--- config.mk ---
export PLATFORM = sky130hd
export DESIGN_NAME = reg_xfer_ctrl
export DESIGN_NICKNAME = d
export VERILOG_FILES = /design/src/rtl/reg_xfer_ctrl_pkg.sv /design/src/rtl/xfer_dec_bar.sv /design/src/rtl/reg_xfer_ctrl.sv
export SDC_FILE = /design/constraint.sdc
export NUM_CORES = 1
export LEC_CHECK = 0
export ABC_AREA = 0
export BUFFER_PORTS_ARGS = -buffer_cell sky130_fd_sc_hd__buf_4
export CORE_MARGIN = 10
export CORE_UTILIZATION = 45
export CTS_CLUSTER_SIZE = 24
export DETAILED_ROUTE_END_ITERATION = 16
export PLACE_DENSITY = 0.69
export SYNTH_ARGS = -nofsm -noshare
export SYNTH_HDL_FRONTEND = slang
export SYNTH_HIERARCHICAL = 1
export SYNTH_SLANG_ARGS = --single-unit
--- constraint.sdc ---
create_clock -name CLK -period 2.7 [get_ports CLK]
set_clock_uncertainty 0.2 [all_clocks]
set_input_delay 0.27 -clock CLK [delete_from_list [all_inputs] [get_ports CLK]]
set_output_delay 0.27 -clock CLK [all_outputs]
set_load 0.01 [all_outputs]
--- src/rtl/reg_xfer_ctrl_pkg.sv ---
// Shared definitions for the register-transfer sequencer: op codes, FSM state
// encodings and small op-classification helpers.
package reg_xfer_ctrl_pkg;

    localparam logic [1:0] XOP_MOV       = 2'd0;
    localparam logic [1:0] XOP_ALU       = 2'd1;
    localparam logic [1:0] XOP_LOAD_EXT  = 2'd2;
    localparam logic [1:0] XOP_STORE_EXT = 2'd3;

    localparam logic [1:0] ST_IDLE  = 2'd0;
    localparam logic [1:0] ST_DRIVE = 2'd1;
    localparam logic [1:0] ST_LOAD  = 2'd2;
    localparam logic [1:0] ST_GAP   = 2'd3;

    function automatic logic op_uses_main(input logic [1:0] op);
        return (op == XOP_MOV) || (op == XOP_STORE_EXT);
    endfunction

    function automatic logic op_loads_reg(input logic [1:0] op);
        return (op != XOP_STORE_EXT);
    endfunction

endpackage

--- src/rtl/xfer_dec_bar.sv ---
// Active-low one-hot decoder with active-low enable; all outputs high when
// disabled.
module xfer_dec_bar
    import reg_xfer_ctrl_pkg::*;
#(
    parameter  int REG_W = 2,
    localparam int NREGS = 2 ** REG_W
) (
    input  logic [REG_W-1:0] idx_i,
    input  logic             en_bar_i,
    output logic [NREGS-1:0] dec_bar_o
);

    // Decode the index into a single low bit when enabled
    always_comb begin
        dec_bar_o = '1;
        for (int i = 0; i < NREGS; i++) begin
            if (!en_bar_i && (int'(idx_i) == i)) begin
                dec_bar_o[i] = 1'b0;
            end else begin
                dec_bar_o[i] = 1'b1;
            end
        end
    end

endmodule

--- src/rtl/reg_xfer_ctrl.sv ---
// Transfer sequencer in front of the general-purpose register file: drives the
// per-register bus/load strobes with settle time before load and dead time after.
module reg_xfer_ctrl
    import reg_xfer_ctrl_pkg::*;
#(
    parameter  int REG_W         = 2,
    parameter  int SETTLE_CYCLES = 1,
    localparam int NREGS         = 2 ** REG_W
) (
    input  logic             CLK,
    input  logic             RST_bar,
    input  logic             REQ_VALID,
    output logic             REQ_READY,
    input  logic [1:0]       REQ_OP,
    input  logic [REG_W-1:0] REQ_SRC,
    input  logic [REG_W-1:0] REQ_SRC2,
    input  logic [REG_W-1:0] REQ_DST,
    output logic [NREGS-1:0] ASSERT_MAIN_bar,
    output logic [NREGS-1:0] ASSERT_LHS_bar,
    output logic [NREGS-1:0] ASSERT_RHS_bar,
    output logic [NREGS-1:0] LOAD_bar,
    output logic             ALU_ASSERT_bar,
    output logic             EXT_ASSERT_bar,
    output logic             EXT_LOAD_bar,
    output logic             BUSY,
    output logic [15:0]      XFER_COUNT
);

    localparam logic [3:0] SETTLE_INIT = 4'(SETTLE_CYCLES);

    logic [1:0]       state_q, state_d;
    logic [3:0]       settle_q, settle_d;
    logic [1:0]       op_q, op_d;
    logic [REG_W-1:0] src_q, src_d, src2_q, src2_d, dst_q, dst_d;
    logic [15:0]      xfer_count_q, xfer_count_d;
    logic             ready_q, busy_q, alu_bar_q, ext_a_bar_q, ext_l_bar_q;
    logic [NREGS-1:0] main_bar_q, lhs_bar_q, rhs_bar_q, load_bar_q;
    logic [NREGS-1:0] main_bar_s, lhs_bar_s, rhs_bar_s, load_bar_s;
    logic             accept_s, drive_s, loading_s;

    // Next state, latched request fields and transfer counter
    always_comb begin
        state_d      = state_q;
        settle_d     = settle_q;
        op_d         = op_q;
        src_d        = src_q;
        src2_d       = src2_q;
        dst_d        = dst_q;
        xfer_count_d = xfer_count_q;
        accept_s     = REQ_VALID && ready_q && (state_q == ST_IDLE);
        case (state_q)
            ST_IDLE: begin
                if (accept_s) begin
                    state_d  = ST_DRIVE;
                    settle_d = SETTLE_INIT;
                    op_d     = REQ_OP;
                    src_d    = REQ_SRC;
                    src2_d   = REQ_SRC2;
                    dst_d    = REQ_DST;
                end else begin
                    state_d = ST_IDLE;
                end
            end
            ST_DRIVE: begin
                if (settle_q <= 4'd1) begin
                    state_d = ST_LOAD;
                end else begin
                    settle_d = settle_q - 4'd1;
                    state_d  = ST_DRIVE;
                end
            end
            ST_LOAD: begin
                state_d      = ST_GAP;
                xfer_count_d = xfer_count_q + 16'd1;
            end
            ST_GAP:  state_d = ST_IDLE;
            default: state_d = ST_IDLE;
        endcase
    end

    // Strobes are decoded from the upcoming state so the registered outputs line up with it
    always_comb begin
        drive_s   = (state_d == ST_DRIVE) || (state_d == ST_LOAD);
        loading_s = (state_d == ST_LOAD);
    end

    xfer_dec_bar #(.REG_W(REG_W)) u_dec_main (
        .idx_i(src_d), .en_bar_i(!(drive_s && op_uses_main(op_d))), .dec_bar_o(main_bar_s));
    xfer_dec_bar #(.REG_W(REG_W)) u_dec_lhs (
        .idx_i(src_d), .en_bar_i(!(drive_s && (op_d == XOP_ALU))), .dec_bar_o(lhs_bar_s));
    xfer_dec_bar #(.REG_W(REG_W)) u_dec_rhs (
        .idx_i(src2_d), .en_bar_i(!(drive_s && (op_d == XOP_ALU))), .dec_bar_o(rhs_bar_s));
    xfer_dec_bar #(.REG_W(REG_W)) u_dec_load (
        .idx_i(dst_d), .en_bar_i(!(loading_s && op_loads_reg(op_d))), .dec_bar_o(load_bar_s));

    // State and output registers; reset forces every strobe inactive at once
    always_ff @(posedge CLK or negedge RST_bar) begin
        if (!RST_bar) begin
            state_q      <= ST_IDLE;
            settle_q     <= 4'd0;
            op_q         <= 2'd0;
            src_q        <= '0;
            src2_q       <= '0;
            dst_q        <= '0;
            xfer_count_q <= 16'd0;
            ready_q      <= 1'b0;
            busy_q       <= 1'b0;
            main_bar_q   <= '1;
            lhs_bar_q    <= '1;
            rhs_bar_q    <= '1;
            load_bar_q   <= '1;
            alu_bar_q    <= 1'b1;
            ext_a_bar_q  <= 1'b1;
            ext_l_bar_q  <= 1'b1;
        end else begin
            state_q      <= state_d;
            settle_q     <= settle_d;
            op_q         <= op_d;
            src_q        <= src_d;
            src2_q       <= src2_d;
            dst_q        <= dst_d;
            xfer_count_q <= xfer_count_d;
            ready_q      <= (state_d == ST_IDLE);
            busy_q       <= (state_d != ST_IDLE);
            main_bar_q   <= main_bar_s;
            lhs_bar_q    <= lhs_bar_s;
            rhs_bar_q    <= rhs_bar_s;
            load_bar_q   <= load_bar_s;
            alu_bar_q    <= !(drive_s && (op_d == XOP_ALU));
            ext_a_bar_q  <= !(drive_s && (op_d == XOP_LOAD_EXT));
            ext_l_bar_q  <= !(loading_s && (op_d == XOP_STORE_EXT));
        end
    end

    assign REQ_READY       = ready_q;
    assign BUSY            = busy_q;
    assign XFER_COUNT      = xfer_count_q;
    assign ASSERT_MAIN_bar = main_bar_q;
    assign ASSERT_LHS_bar  = lhs_bar_q;
    assign ASSERT_RHS_bar  = rhs_bar_q;
    assign LOAD_bar        = load_bar_q;
    assign ALU_ASSERT_bar  = alu_bar_q;
    assign EXT_ASSERT_bar  = ext_a_bar_q;
    assign EXT_LOAD_bar    = ext_l_bar_q;

endmodule

==> summary.md, run 1 <==
| Metric | Value |
|---|---|
| Status | `finished clean` |
| IO Count | `48` |
| Postcts setup bufs | `0` |
| Hold depth | `2` |
| Slowest CP cell | `dfrtp_1` |
| CTS Root Cell | `clkbuf_8` |
| Share of layout cells above drive strength 1 | `0.402` |
| Crit path required time | `2.72 ns` |
| RR Endpoint | `ASSERT_LHS_bar[2]` |
| CTS Hold Bufs | `1` |
| Post-synth cell types | `29` |
| Final Hold Fails | `0` |
| Worst slew margin | `0.591` |
| Register area | `0.00130 mm^2` |
| Synthesized instance count | `~160` |
| Crit path capture type | `flop` |
| GR Util met3 | `0.0436` |
| Total clock sinks | `51` |
| RR Startpoint | `settle_q[0]` |
| Total Routing Usage GR | `0.109` |
| Peak VDD IR | `just over 0.0005 V` |
| Routability cong. | `0.759` |
| Area Overhead vs Synth | `26.1%` |
| Drt total wl | `4100 um` |
| Max Fclk | `0.424 GHz` |
| Worst-path clk slew | `about 0.090 ns` |
| Die Y | `88.0 um` |
| M1 GR Usage | `0.133` |
| Initial DRC count | `28` |
| # fillers | `381` |
| Multi-input logic area | `approximately 750 um^2` |
| Register-to-Register Path Depth | `8` |
| Grt met2 use | `0.173` |
| Core Area | `0.00441 mm^2` |
| Placed cell count | `257` |
| Sequential cell area fraction in the yosys report | `0.624` |
| Worst Tran Pin Value | `slightly above 0.6 ns` |
| Final Instance Area | `about 0.0026 mm^2` |
| Via-to-Cell Ratio | `5.11` |
| Bufs on Longest Clock Path | `2` |
| WP buf/inv | `1` |
| Grt ovf | `0` |
| Port bufs | `between 40 and 50` |
| Antenna violations before repair | `0` |
| Critical Path Max Stage Delay | `~0.42 ns` |
| Post-CTS sizing | `0` |
| Busiest grt layer | `met2` |
| Initial Util | `0.472` |
| PnR worst setup slack | `~0.34 ns` |
| Cell Pwr Density | `988 mW/mm^2` |
| Crit path max fanout | `9` |
| Syn. warnings | `6` |
| Syn Nets | `176` |
| Worst Hold End | `dst_q[1]` |
| Diode count | `0` |
| Nets | `233` |
| Clock latency at the later pin of the worst-skew pair | `approximately 0.29 ns` |
| Num CTS Buffers | `5` |
| HP Start | `REQ_DST[1]` |
| Drt first pass iters | `2` |
| Rows | `24` |
| Average size of a mapped cell | `13.4 um^2` |
| Routed Antenna Nets | `0` |
| Leak | `0.00121 uW` |
| CP delay by family, top | `simple AND/OR/NAND/NOR gates` |
| Seq cells post-synth | `51` |
| Area post-placement | `0.00252 mm^2` |
| Post-Layout Cell Count | `266` |
| Slew Limit Fails | `0` |
| Largest net degree at the start of global routing | `52` |
| CP cell instances | `inv_1, ha_1, nor2_1, o31a_1, nor3_1, ha_1, nand2_1, or3b_1` |
| Min-Delay Path Class | `in -> reg` |
| CTS H-tree lvls | `2` |
| RSZ-0062 raised after global routing | `no` |
| Max-cap check violation count | `0` |
| Wirelength per Cell | `15.4 um` |
| Cell mode on critical path | `ha_1` |
| CTS tree | `yes` |
| Worst R2R Setup Slack | `0.34 ns` |
| Vias in the first global route | `1394` |
| Setup TNS Final | `0 ns` |
| Dpl hpwl | `3110 um` |
| Clock period minus worst slack | `about 2.4 ns` |
| CP Launch Type | `flop` |
| WP data arrival | `2.37 ns` |
| Setup violators final | `0` |
| Via Count | `1359` |
| Die area | `0.00775 mm^2` |
| First-pass GRT wire length | `6820 um` |
| Post-synthesis cell area | `0.00208 mm^2` |
| Fin crit share | `0.874` |
| Place WS | `0.358 ns` |
| Residual DRC | `0` |
| WS Path Type | `reg -> reg` |
| Die X-Extent | `~88 um` |
per-stage QoR:
stage / total power (uW) / hold WS, ns / util
finish: 2590 / 0.0702 / 0.595
global route: 2800 / 0.0666 / 0.595
CTS: 2640 / 0.0594 / 0.595
detailed placement: 2160 / 0.132 / 0.570
global placement: 2110 / 0.121 / 0.570
floorplan: 1750 / -0.226 / -
cells by family after synthesis:
logic type                 share of synthesized area
and+or+nand+nor                                0.171
DFF                                            0.624
xor gates and xnor gates                      0.0715
muxes                                         0.0468
adders and majority gates                     0.0541
buffers and inverters                         0.0162
AOI/OAI and AO/OA                             0.0168
worst reg2reg max path: stages, from the launching register on:
cell and delay [ns]:
dfrtp_1 0.42, inv_1 0.06, ha_1 0.21, nor2_1 0.18, o31a_1 0.22, nor3_1 0.08
ha_1 0.34, nand2_1 0.17, or3b_1 0.40
cell type report:
type,count,share of cell area
Clock buffer,8,0.0381
Inverter,7,0.0100
Multi-Input combinational cell,97,0.285
Sequential cell,51,0.495
Tap cell,52,0.0248
Timing Repair Buffer,51,0.147
synthesized netlist by cell type:
master     n  area share
o211ai_1   1      0.0036
nor2b_1    1      0.0030
nand3b_1   5       0.018
nand2_1   12       0.022
a21oi_1    2      0.0048
or3_1      4       0.012
buf_4      1      0.0036
mux2_2     6       0.032
inv_1      7       0.013
nor2_2     1      0.0030
nor3_1     4      0.0096
and4b_1    1      0.0048
o31a_1     1      0.0042
or3b_1     8       0.034
mux2i_1    3       0.014
xor2_1     4       0.017
nand2b_1   3      0.0090
xnor2_1   13       0.055
nor3_2     1      0.0048
and4_4     2       0.011
ha_1       9       0.054
dfrtp_1   32        0.38
nand4_1    6       0.018
o311ai_0   1      0.0042
and3_1     1      0.0030
nor2_1     4      0.0072
nand3_1    2      0.0048
dfstp_2   19        0.24
and2b_1    2      0.0072
power by group:
part           switching (uW)  internal (uW)
clock network             229            234
logic                     506            458
registers                 131           1040
total                     866           1730
layer usage:
metal	wire [um]	share of wire	vias up
met2	1930	0.47	36
li1	-	-	650
met3	359	0.088	5
met1	1770	0.43	668
met5	0	0	-
met4	41	0.010	0
worst max-delay path by stage:
stage	startpoint	end	slack, ns	cells after the start
floorplan	settle_q[0]	ASSERT_LHS_bar[1]	0.48	8
global placement	settle_q[0]	ASSERT_RHS_bar[1]	0.49	8
detailed placement	settle_q[0]	ASSERT_LHS_bar[2]	0.36	8
CTS	settle_q[0]	ASSERT_LHS_bar[2]	0.33	8
global route	settle_q[0]	ASSERT_RHS_bar[2]	0.16	8
finish	settle_q[0]	ASSERT_LHS_bar[2]	0.34	8
state kept, by name (all words and copies together) (netlist names), 2 cells and up:
register / cells
ASSERT_LHS_bar: 4
ASSERT_MAIN_bar: 4
ASSERT_RHS_bar: 4
LOAD_bar: 4
XFER_COUNT: 16
dst_q: 2
op_q: 2
settle_q: 4
src2_q: 2
src_q: 2
state_q: 2
placed cells by master, fill, tap and decap left out, types with 4 or more instances in the layout:
| cell type | netlist | final |
|---|---|---|
| dfrtp_1 | 32 | 32 |
| dfstp_2 | 19 | 19 |
| nand4_1 | 6 | 6 |
| clkbuf_8 | 0 | 7 |
| buf_4 | 1 | 50 |
| nor3_1 | 4 | 4 |
| nand3b_1 | 5 | 5 |
| xnor2_1 | 13 | 13 |
| inv_1 | 7 | 7 |
| ha_1 | 9 | 9 |
| or3b_1 | 8 | 8 |
| xor2_1 | 4 | 4 |
| nand2_1 | 12 | 12 |
| or3_1 | 4 | 4 |
| nor2_1 | 4 | 4 |
| mux2_2 | 6 | 6 |
No activity file was read; power rests on OpenSTA's default activity.
==> inputs of run 2 (changes only) <==
--- a/config.mk
+++ b/config.mk
@@ -11,6 +11,8 @@
 export CORE_UTILIZATION = 45
 export CTS_CLUSTER_SIZE = 24
 export DETAILED_ROUTE_END_ITERATION = 16
+export GPL_ROUTABILITY_DRIVEN = 0
+export HOLD_SLACK_MARGIN = 0.1
 export PLACE_DENSITY = 0.69
 export SYNTH_ARGS = -nofsm -noshare
 export SYNTH_HDL_FRONTEND = slang
==> run 2 against run 1 <==
Final area is 2.3% higher. Combinational power is 0.9% higher. Register-to-register slack hardly changed. Global-route usage is 0.096 points higher. Sequential power hardly changed. Routed wire length is 0.85% higher. Highest routed layer unchanged. Via count is 1.1% higher. Flip-flop and latch count stayed put. Fmax hardly changed.
==> summary.md, run 2 (synthesis gave the netlist of run 1 again) <==
| Metric | Value |
|---|---|
| RSZ-0062 raised after global routing | `no` |
| Share of layout cells above drive strength 1 | `0.391 (-0.0110)` |
| Setup violators final | `0 (unchanged)` |
| Diode count | `0 (unchanged)` |
| Nets | `239 (+2.6%)` |
| Initial Util | `0.472 (unchanged)` |
| # fillers | `374 (-1.8%)` |
| Max Fclk | `0.424 GHz (about the same)` |
| Via Count | `1374 (+1.1%)` |
| RR Startpoint | `settle_q[0]` |
| Launch point of the worst path | `settle_q[0]` |
| Num CTS Buffers | `5 (unchanged)` |
| Residual DRC | `0 (unchanged)` |
| Core Area | `0.00441 mm^2 (unchanged)` |
| Crit path required time | `2.71 ns (about the same)` |
| Drt first pass iters | `2 (unchanged)` |
| Postcts setup bufs | `0 (unchanged)` |
| Leak | `0.00123 uW (+2.1%)` |
| Grt ovf | `0 (unchanged)` |
| Slew Limit Fails | `0 (unchanged)` |
| Fin crit share | `0.874 (about the same)` |
| Total power | `2600 uW (+0.29%)` |
| Antenna violations before repair | `0 (unchanged)` |
| CTS tree | `yes` |
| Rows | `24 (unchanged)` |
| Clock period minus worst slack | `2.36 ns (+0.00134 ns)` |
| Largest net degree at the start of global routing | `52 (unchanged)` |
| Die area | `0.00775 mm^2 (unchanged)` |
| Area Overhead vs Synth | `28.9%` |
| Port bufs | `47 (unchanged)` |
| Final Hold Fails | `0 (unchanged)` |
| Multi-input logic area | `749 um^2 (unchanged)` |
| Peak VDD IR | `0.000492 V (-5.2%)` |
| Worst slew margin | `0.590 (-0.000662)` |
| WP data arrival | `2.37 ns (about the same)` |
| CTS Root Cell | `clkbuf_8` |
| CTS H-tree lvls | `2 (unchanged)` |
| IO Count | `48 (unchanged)` |
| Via-to-Cell Ratio | `5.05 (-1.1%)` |
| Initial DRC count | `30 (+7.1%)` |
| Vias in the first global route | `1420 (+1.9%)` |
| Routed Antenna Nets | `0 (unchanged)` |
| Clock latency at the later pin of the worst-skew pair | `0.29 ns (about the same)` |
| Bufs on Longest Clock Path | `2 (unchanged)` |
| WS Path Type | `reg -> reg` |
| HP Start | `REQ_SRC[0]` |
| Worst Tran Pin Value | `0.614 ns (+0.000993 ns)` |
| Total clock sinks | `51 (unchanged)` |
| Total Routing Usage GR | `0.110 (+0.000956)` |
| Crit path capture type | `flop` |
| Setup TNS Final | `0 ns (unchanged)` |
| Die Y | `88.0 um (unchanged)` |
| Max reg flops | `16 (unchanged)` |
| Cell Pwr Density | `969 mW/mm^2 (-1.9%)` |
| Min-Delay Path Class | `in -> reg` |
| Drt total wl | `4140 um (+0.85%)` |
| Status | `finished clean` |
| Dpl hpwl | `3110 um (unchanged)` |
| First-pass GRT wire length | `6910 um (+1.3%)` |
| Die X-Extent | `88.0 um (unchanged)` |
| Max-cap check violation count | `0 (unchanged)` |
| Most frequent cells in the layout | `buf_4 (50), dfrtp_1 (32), dfstp_2 (19)` |
| CP Launch Type | `flop` |
| Leading cell type in the layout, fill and taps excluded | `buf_4` |
| Wirelength per Cell | `15.2 um (-1.4%)` |
| Crit path max fanout | `9 (unchanged)` |
| Register area | `0.00130 mm^2 (unchanged)` |
| Worst-path clk slew | `0.09 ns (about the same)` |
| Post-CTS sizing | `0 (unchanged)` |
run 2: cell count changes in the layout (fill, tap and decap cells not counted):
cell           previous run  this run
dlygate4sd3_1             1         7
run 2: report_power, final:
part	internal, uW	total [uW]	leakage (uW)	switching (uW)
combinational	463	972	0.000569	509
clock	234	462	0.0000515	228
sequential	1040	1170	0.000611	131
run 2: path summary, 6_finish.rpt:
kind	to	slack, ns	cells after the start
min in group asynchronous	XFER_COUNT[4]	0.32	2
worst min-delay path	src_q[0]	0.13	2
worst max register to register	ASSERT_LHS_bar[2]	0.34	8
worst max-delay path	ASSERT_LHS_bar[2]	0.34	8
max in group asynchronous	op_q[0]	1.56	2
worst min register to register	XFER_COUNT[15]	0.28	1
run 2: stage by stage:
stage               worst slack, ns  hold slack [ns]  area (um^2)  std cells  utilization
floorplan                     0.479           -0.226         2080        156            -
global placement              0.488            0.121         2520        257        0.570
detailed placement            0.358            0.132         2520        257        0.570
CTS                           0.329            0.123         2690        272        0.609
global route                  0.159            0.138         2690        272        0.609
finish                        0.340            0.125         2690        272        0.609
run 2: timing repair:
item	4_1_cts	5_1_grt
endpoints found under the hold margin	38	0
setup endpoints to repair	0	0
hold buffers	7	0
run 2: final cells by class:
type | count | area share
inverter | 7 | 0.00978
tap | 52 | 0.0242
multi-input combinational | 97 | 0.279
timing repair buffer | 57 | 0.166
sequential | 51 | 0.484
clock buffer | 8 | 0.0373
run 2: routing by layer:
metal / vias to the layer above / track usage / share of wire
li1: 662 / - / -
met2: 36 / 0.176 / 0.47
met3: 5 / 0.0436 / 0.087
met4: 0 / 0.0342 / 0.0099
met5: - / 0 / 0
met1: 671 / 0.133 / 0.43
run 2: critical path, cell delays in order, from the launching register on:
cell and delay (ns):
dfrtp_1 0.42, inv_1 0.06, ha_1 0.21, nor2_1 0.18, o31a_1 0.22, nor3_1 0.08
ha_1 0.34, nand2_1 0.17, or3b_1 0.40
==> inputs of run 3 (changes only) <==
--- a/config.mk
+++ b/config.mk
@@ -9,10 +9,12 @@
 export BUFFER_PORTS_ARGS = -buffer_cell sky130_fd_sc_hd__buf_4
 export CORE_MARGIN = 10
 export CORE_UTILIZATION = 45
+export CTS_BUF_LIST = sky130_fd_sc_hd__clkbuf_4
 export CTS_CLUSTER_SIZE = 24
 export DETAILED_ROUTE_END_ITERATION = 16
 export GPL_ROUTABILITY_DRIVEN = 0
 export HOLD_SLACK_MARGIN = 0.1
+export MAX_ROUTING_LAYER = met4
 export PLACE_DENSITY = 0.69
 export SYNTH_ARGS = -nofsm -noshare
 export SYNTH_HDL_FRONTEND = slang
==> run 3 against run 2 <==
Combinational power barely moved. Critical endpoint unchanged. Clock-buffer cell count decreased by 2. Non-clock buffer count is 2 higher. Die area stayed put. Via count is 1.3% higher. Final area decreased by 1.0%. Total power fell by 5.0%. Highest routed layer unchanged. Core utilization decreased by 0.62 points. Sequential power about the same. Flip-flop and latch count unchanged. Clock power is 28% lower.
==> summary.md, run 3 (synthesis gave the netlist of run 1 again) <==
| Metric | Value |
|---|---|
| Most frequent cells in the layout | `buf_4 (50), dfrtp_1 (32), dfstp_2 (19)` |
| Share of layout cells above drive strength 1 | `0.383 (-0.00803)` |
| Postcts setup bufs | `0 (unchanged)` |
| Via-to-Cell Ratio | `5.08 (+0.57%)` |
| Area Overhead vs Synth | `27.6%` |
| Total Routing Usage GR | `0.115 (+0.00511)` |
| First-pass GRT wire length | `6920 um (+0.20%)` |
| CP delay by family, top | `simple AND/OR/NAND/NOR gates` |
| RSZ-0062 raised after global routing | `no` |
| CTS H-tree lvls | `2 (unchanged)` |
| Rows | `24 (unchanged)` |
| Place WS | `0.358 ns (unchanged)` |
| Via Count | `1392 (+1.3%)` |
| CP cell instances | `inv_1, ha_1, nor2_1, o31a_1, nor3_1, ha_1, nand2_1, or3b_1` |
| Die X-Extent | `88.0 um (unchanged)` |
| Status | `finished clean` |
| Setup TNS Final | `0 ns (unchanged)` |
| Utilization after layout | `0.602 (-0.00624)` |
| Drt total wl | `4180 um (+1.1%)` |
| Bufs on Longest Clock Path | `2 (unchanged)` |
| IO Count | `48 (unchanged)` |
| Clock period minus worst slack | `2.37 ns (+0.00683 ns)` |
| Min-Delay Path Class | `in -> reg` |
| Worst-path clk slew | `0.14 ns (+0.05 ns)` |
| Drt first pass iters | `2 (unchanged)` |
| Post-CTS sizing | `0 (unchanged)` |
| Max Fclk | `0.423 GHz (-0.29%)` |
| Dpl hpwl | `3110 um (unchanged)` |
| Final Hold Fails | `0 (unchanged)` |
| Total power | `2470 uW (-5.0%)` |
| Clock latency at the later pin of the worst-skew pair | `0.36 ns (+0.07 ns)` |
| Vias in the first global route | `1445 (+1.8%)` |
| CTS tree | `yes` |
| Initial Util | `0.472 (unchanged)` |
| Peak VDD IR | `0.000450 V (-8.7%)` |
| Grt ovf | `0 (unchanged)` |
| Leading cell type in the layout, fill and taps excluded | `buf_4` |
| Total clock sinks | `51 (unchanged)` |
| WP data arrival | `2.47 ns (+0.10 ns)` |
| Core Area | `0.00441 mm^2 (unchanged)` |
| Worst slew margin | `0.591 (about the same)` |
| Die Y | `88.0 um (unchanged)` |
| Routed Antenna Nets | `0 (unchanged)` |
| Crit path required time | `2.80 ns (+0.09 ns)` |
| Initial DRC count | `30 (unchanged)` |
| WP buf/inv | `1 (unchanged)` |
| Cell mode on critical path | `ha_1` |
| Wirelength per Cell | `15.3 um (+0.37%)` |
| PnR worst setup slack | `0.333 ns (-0.00683 ns)` |
| CTS Hold Bufs | `9 (+2)` |
| Critical Path Max Stage Delay | `0.44 ns (+0.02 ns)` |
| Antenna violations before repair | `0 (unchanged)` |
| CP Launch Type | `flop` |
| Cell Pwr Density | `930 mW/mm^2 (-4.0%)` |
| Die area | `0.00775 mm^2 (unchanged)` |
| Num CTS Buffers | `5 (unchanged)` |
| Residual DRC | `0 (unchanged)` |
| Port bufs | `47 (unchanged)` |
| Crit path capture type | `flop` |
| CTS Root Cell | `clkbuf_4` |
| Max-cap check violation count | `0 (unchanged)` |
| Nets | `241 (+0.84%)` |
| Setup violators final | `0 (unchanged)` |
| Leak | `0.00122 uW (-1.0%)` |
| Crit path max fanout | `9 (unchanged)` |
| Slew Limit Fails | `0 (unchanged)` |
| Max reg flops | `16 (unchanged)` |
| Largest net degree at the start of global routing | `52 (unchanged)` |
| Fin crit share | `0.877 (+0.00253)` |
| Diode count | `0 (unchanged)` |
| WS Path Type | `reg -> reg` |
| Worst Tran Pin Value | `0.614 ns (-0.000593 ns)` |
| Slowest CP cell | `dfrtp_1` |
## run 3: cell count changes in the layout (fill, tap and decap cells not counted)
| cell | previous run | this run |
|---|---|---|
| clkbuf_8 | 7 | 0 |
| clkbuf_4 | 0 | 6 |
| clkinv_1 | 0 | 2 |
| dlygate4sd3_1 | 7 | 9 |
| clkbuf_1 | 1 | 0 |
## run 3: cell type report
| type | instances | area [um^2] |
|---|---|---|
| Sequential cell | 51 | 1300 |
| Inverter | 7 | 26.3 |
| Tap cell | 52 | 65.1 |
| Clock buffer | 6 | 45.0 |
| Multi-Input combinational cell | 97 | 749 |
| Timing Repair Buffer | 59 | 465 |
| Fill cell | 379 | 1760 |
| Clock inverter | 2 | 7.51 |
## run 3: worst paths after layout
path                            slack (ns)            from                end  depth (start not counted)
worst max register to register        0.33     settle_q[0]  ASSERT_LHS_bar[2]                          8
worst min register to register        0.29  XFER_COUNT[15]     XFER_COUNT[15]                          1
max in group asynchronous             1.64         RST_bar          src2_q[0]                          2
min in group asynchronous             0.25         RST_bar         state_q[0]                          2
worst max-delay path                  0.33     settle_q[0]  ASSERT_LHS_bar[2]                          8
worst min-delay path                  0.22       REQ_VALID        settle_q[2]                          5
## run 3: where the power goes
| part | switching, uW | internal (uW) |
|---|---|---|
| registers | 132 | 1040 |
| logic | 508 | 465 |
| clock network | 224 | 107 |
| total | 864 | 1610 |
## run 3: layer usage
| layer | vias to the layer above | GRT usage | wire length [um] |
|---|---|---|---|
| met4 | 0 | 0.0471 | 62 |
| met2 | 39 | 0.180 | 1980 |
| met3 | 7 | 0.0399 | 364 |
| li1 | 669 | - | - |
| met5 | - | - | 0 |
| met1 | 677 | 0.132 | 1770 |
## run 3: worst reg2reg max path: stages (launching register included)
cell and delay, ns:
dfrtp_1 0.44, inv_1 0.06, ha_1 0.21, nor2_1 0.18, o31a_1 0.22, nor3_1 0.08, ha_1 0.34, nand2_1 0.18
or3b_1 0.41
## run 3: metrics by stage
step | hold WS (ns) | area, um^2 | cells
floorplan | -0.226 | 2080 | 156
CTS | 0.214 | 2660 | 274
global route | 0.238 | 2660 | 274
global placement | 0.121 | 2520 | 257
finish | 0.221 | 2660 | 274
detailed placement | 0.132 | 2520 | 257
